[config.mk]
export PLATFORM = sky130hd
export DESIGN_NAME = shift_arbiter
export DESIGN_NICKNAME = d
export VERILOG_FILES = /design/src/rtl/shift_arbiter.sv
export SDC_FILE = /design/constraint.sdc
export NUM_CORES = 1
export LEC_CHECK = 0
export ABC_CLOCK_PERIOD_IN_PS = 2400
export CAP_MARGIN = 20
export CORE_MARGIN = 1
export CORE_UTILIZATION = 45
export CTS_CLUSTER_DIAMETER = 50
export DETAILED_ROUTE_END_ITERATION = 6
export GPL_ROUTABILITY_DRIVEN = 0
export PLACE_DENSITY = 0.68
export SYNTH_ARGS = -nofsm -noshare
export SYNTH_HDL_FRONTEND = slang
export SYNTH_SLANG_ARGS = --single-unit
[constraint.sdc]
create_clock -name clk_ff -period 2.4 [get_ports clk_ff]
set_input_delay 0.36 -clock clk_ff [delete_from_list [all_inputs] [get_ports clk_ff]]
set_output_delay 0.36 -clock clk_ff [all_outputs]
set_load 0.02 [all_outputs]
[src/rtl/shift_arbiter.sv]
// Round-robin arbiter granting one of four requesters a fixed-length burst on a
// shared shift-register datapath, with abort on request drop and a saturating burst counter.
module shift_arbiter #(
  parameter int NUM_REQ   = 4,
  parameter int BURST_LEN = 8
) (
  input  logic               clk_ff,
  input  logic               reset,
  input  logic [NUM_REQ-1:0] req,
  input  logic [NUM_REQ-1:0] din,
  output logic [NUM_REQ-1:0] grant,
  output logic [NUM_REQ-1:0] done,
  output logic               shift_enable,
  output logic               shift_din,
  output logic               busy,
  output logic [1:0]         cur_id,
  output logic [15:0]        burst_count
);

  localparam int ID_W   = 2;
  localparam int BEAT_W = 7;
  localparam logic [BEAT_W-1:0]  LAST_BEAT = BEAT_W'(BURST_LEN - 1);
  localparam logic [NUM_REQ-1:0] ONE_HOT0  = NUM_REQ'(1);
  localparam logic [NUM_REQ-1:0] NONE      = NUM_REQ'(0);
  localparam logic [15:0]        COUNT_MAX = 16'hFFFF;

  typedef enum logic [1:0] {
    ST_IDLE  = 2'd0,
    ST_SHIFT = 2'd1,
    ST_DONE  = 2'd2
  } state_t;

  state_t              state_r;
  state_t              state_s;
  logic [BEAT_W-1:0]   beat_r;
  logic [NUM_REQ-1:0]  grant_r;
  logic [NUM_REQ-1:0]  done_r;
  logic [15:0]         burst_count_r;
  logic [ID_W-1:0]     cur_id_r;
  logic [ID_W-1:0]     last_id_r;
  logic [ID_W-1:0]     cand_s;
  logic [ID_W-1:0]     winner_s;
  logic                found_s;
  logic                shift_enable_s;
  logic                shift_din_s;

  // Round-robin search starting just after the last winner.
  always_comb begin
    found_s  = 1'b0;
    winner_s = last_id_r;
    cand_s   = last_id_r;
    for (int i = 1; i <= NUM_REQ; i++) begin
      cand_s = ID_W'((int'(last_id_r) + i) % NUM_REQ);
      if (!found_s && req[cand_s]) begin
        found_s  = 1'b1;
        winner_s = cand_s;
      end else begin
        found_s  = found_s;
      end
    end
  end

  // Datapath steering: the granted requester's live request gates the shift.
  always_comb begin
    shift_enable_s = 1'b0;
    shift_din_s    = 1'b0;
    if (!reset && (state_r == ST_SHIFT)) begin
      shift_enable_s = req[cur_id_r];
      shift_din_s    = req[cur_id_r] & din[cur_id_r];
    end else begin
      shift_enable_s = 1'b0;
    end
  end

  // Next-state logic.
  always_comb begin
    state_s = state_r;
    case (state_r)
      ST_IDLE: begin
        if (found_s) begin
          state_s = ST_SHIFT;
        end else begin
          state_s = ST_IDLE;
        end
      end
      ST_SHIFT: begin
        if (!req[cur_id_r]) begin
          state_s = ST_IDLE;
        end else if (beat_r == LAST_BEAT) begin
          state_s = ST_DONE;
        end else begin
          state_s = ST_SHIFT;
        end
      end
      ST_DONE: state_s = ST_IDLE;
      default: state_s = ST_IDLE;
    endcase
  end

  // State register.
  always_ff @(posedge clk_ff) begin
    if (reset) begin
      state_r <= ST_IDLE;
    end else begin
      state_r <= state_s;
    end
  end

  // Grant, done, beat counter, burst counter and requester ids.
  always_ff @(posedge clk_ff) begin
    if (reset) begin
      grant_r       <= NONE;
      done_r        <= NONE;
      beat_r        <= {BEAT_W{1'b0}};
      burst_count_r <= 16'd0;
      cur_id_r      <= 2'd0;
      last_id_r     <= ID_W'(NUM_REQ - 1);
    end else begin
      done_r <= NONE;
      case (state_r)
        ST_IDLE: begin
          if (found_s) begin
            cur_id_r  <= winner_s;
            last_id_r <= winner_s;
            grant_r   <= ONE_HOT0 << winner_s;
            beat_r    <= {BEAT_W{1'b0}};
          end
        end
        ST_SHIFT: begin
          if (!req[cur_id_r]) begin
            grant_r <= NONE;
          end else begin
            beat_r <= beat_r + 7'd1;
            if (beat_r == LAST_BEAT) begin
              done_r <= ONE_HOT0 << cur_id_r;
            end
          end
        end
        ST_DONE: begin
          grant_r <= NONE;
          if (burst_count_r != COUNT_MAX) begin
            burst_count_r <= burst_count_r + 16'd1;
          end
        end
        default: begin
          grant_r <= NONE;
        end
      endcase
    end
  end

  assign grant        = grant_r;
  assign done         = done_r;
  assign shift_enable = shift_enable_s;
  assign shift_din    = shift_din_s;
  assign busy         = ~reset & (state_r != ST_IDLE);
  assign cur_id       = cur_id_r;
  assign burst_count  = burst_count_r;

endmodule

==> flow_summary.toml <==
[clock_network]
htree_num_levels = 2
clockBufferDepth = 2
tritoncts = "built"
root_buffer = "clkbuf_8"
numCtsBuffers = 5
clkTransAtPathRegs_ps = 70
cts_sinks = 37
hold_buffers = 0
clock_latency_ps = 280

[power_and_ir_drop]
power_mw = 1.265
pwr_density_cell_nw_per_um2 = 529.9
p_leak_nw = 0.8649
irDropWorstVdd_mv = 0.3393

[floorplan]
fp.dieH_um = 65.28
dieArea_um2 = 4261
core-area_um2 = 3744
rows = 22
io_pins = 39
die_x_um = 65.28
start_util_pct = 48.13

[synth]
seq_area_frac_synth_pct = 41.11
synth.ff_latch_count = 37
netlist_area_um2 = 1802
yosysMostFrequentCell = "dfxtp_1"
syn-num-nets = 214
synthTopCellsByArea = "dfxtp_1 (41%), nor2_1 (5.0%), mux2_2 (3.7%)"
synth_edf_count = 0
ys.flop_type = "dfxtp_1"
synth_cell_types = 48
syn_area_per_cell_um2 = 8.919
synthCells = 202
synth_top_area_share_pct = 41.11
yosys.area.top_type = "dfxtp_1"
synthArstFlopShare_pct = 0
yosys_warnings = 0
synthTopCellsByCount = "dfxtp_1 (37), nor2_1 (24), nand2_1 (14)"

[detailed_routing]
vias_per_cell = 5.742
dr.pass1.iters = 4
vias = 1734
wl_per_cell_um = 13.95
ant_nets = 0
totalWireLength_mm = 4.212
route.detailed.drc = 0
drt_iter0_drc = 116

[sta]
rsz0062_at_grt = "no"
slew_viol_final = 0
clock_skew_ps = 3.350
fin_crit_sh_pct = 97.83
finalSetupViolCount = 0
fin_ws_ps = 52.08
hold_viol = 0
worstMarginPinSlew_ps = 471.1
fmax_ghz = 0.4259
fin_crit_ps = 2348
relSlewSlack_pct = 68.45

[place]
place_ws_ps = -78.10
place_area_um2 = 2306
place_hpwl_mm = 3.151
port_buffers = 38

[global_routing]
antenna_found_initial = 0
grt_max_degree = 33
track_usage_pct = 21.98
grt_pass1_wl_mm = 7.286
first_global_vias = 1647
gr-total-overflow = 0

[finish]
syn2layout_area_growth_pct = 32.50
fillCellCount = 333
finish.instance_area_um2 = 2387
final_layout_size_suffix_gt1_share_pct = 14.17
fin_nets = 265
n_antenna_cell = 0

[critical_path]
crit_type = "input pin to output pin"
crit_top_cell = "clkdlybuf4s50_1"
crit_arrival_ps = 1990
cp-start-kind = "input pin"
cp_slowest_cell = "clkdlybuf4s50_1"
crit_required_ps = 2040
crit_chain = "clkdlybuf4s50_1, mux4_2, nand2_4, nor2_1, clkdlybuf4s50_1"
worstSetupEndpointType = "output pin"
critPathMaxFanout = 2
cpPeakStageDelay_ps = 540

[run]
cap_violations = 0

[worst_hold_path]
worstHoldPathType = "flop to flop"

[status]
status = "finished, final reports clean"
[cell families after synthesis]
group           count (synthesis)  share of synthesized area [%]
compound gates                 37                          13.47
xor+xnor                        4                          1.945
fa+ha+maj                       2                          1.389
buf+inv                         8                          1.875
flops                          37                          41.11
mux                            11                          8.125
simple gates                  103                          32.08
[report_power, final]
group,switching [mW],internal [mW]
Sequential,0.0226,0.633
Clock,0.210,0.201
Combinational,0.100,0.0981
Total,0.333,0.932
[worst paths after layout]
check / start / to / slack, ps / cells past startpoint
max: req[3] / shift_enable / 50 / 5
min: grant[3]$_SDFFE_PP0P_ / grant[3]$_SDFFE_PP0P_ / 490 / 1
max reg2reg: state_r[1]$_SDFF_PP0_ / burst_count[15]$_SDFFE_PP0P_ / 470 / 4
min reg2reg: grant[3]$_SDFFE_PP0P_ / grant[3]$_SDFFE_PP0P_ / 490 / 1
[metrics by stage]
step	TNS, ps	util [%]	cells	hold WS, ps
finish	0	63.77	302	491.4
global route	0	63.77	302	521.0
CTS	0	63.77	302	493.5
detailed placement	-78.10	61.60	294	472.0
global placement	-41.00	61.60	294	453.7
floorplan	0	-	202	458.2
[placed cells by master (no fill, tap or decap), types with 3 or more instances in the layout]
master / count
dfxtp_1: 37
nand3_1: 9
nor3_1: 7
nor2_1: 24
xor2_1: 3
or4_1: 6
mux2i_1: 3
buf_4: 12
nand2b_1: 4
nor2b_1: 6
mux2_2: 6
nor4_1: 3
clkdlybuf4s50_1: 37
clkbuf_8: 5
or3_1: 3
and4_1: 3
o31ai_1: 6
nand4_1: 6
o21ai_0: 6
nand2_1: 14
a21oi_1: 12
[worst max-delay path, delay by kind of cell]
family	cells	cell delay, ps
simple gates	2	120
buf+inv	2	970
mux	1	530
[sequential cells by signal, summed over array words and instances (netlist names)]
name,count
beat_r,7
burst_count,16
cur_id,2
done,4
grant,4
last_id_r,2
state_r,2
[routing by layer]
| metal | up-vias | GRT usage (%) | part of all wire [%] |
|---|---|---|---|
| li1 | 853 | - | - |
| met1 | 836 | 27.02 | 46 |
| met2 | 40 | 37.37 | 48 |
| met3 | 5 | 5.903 | 4.3 |
| met4 | 0 | 6.250 | 1.2 |
| met5 | - | 0 | 0 |
[cell type report]
class                   count  area, µm²  area share [%]
multi-input cells         157       1027           43.03
flip-flops and latches     37      740.7           31.03
repair buffers             50      469.2           19.65
clock buffers               6      72.57           3.040
well taps                  48      60.06           2.516
clock inverters             2      10.01          0.4193
inverters                   2      7.507          0.3145
[repair_timing]
item / CTS / global route
gates resized for setup: 1 / 0
buffers inserted: 0 / 0
setup endpoints to repair: 1 / 0
(Power assumes the default switching activity.)
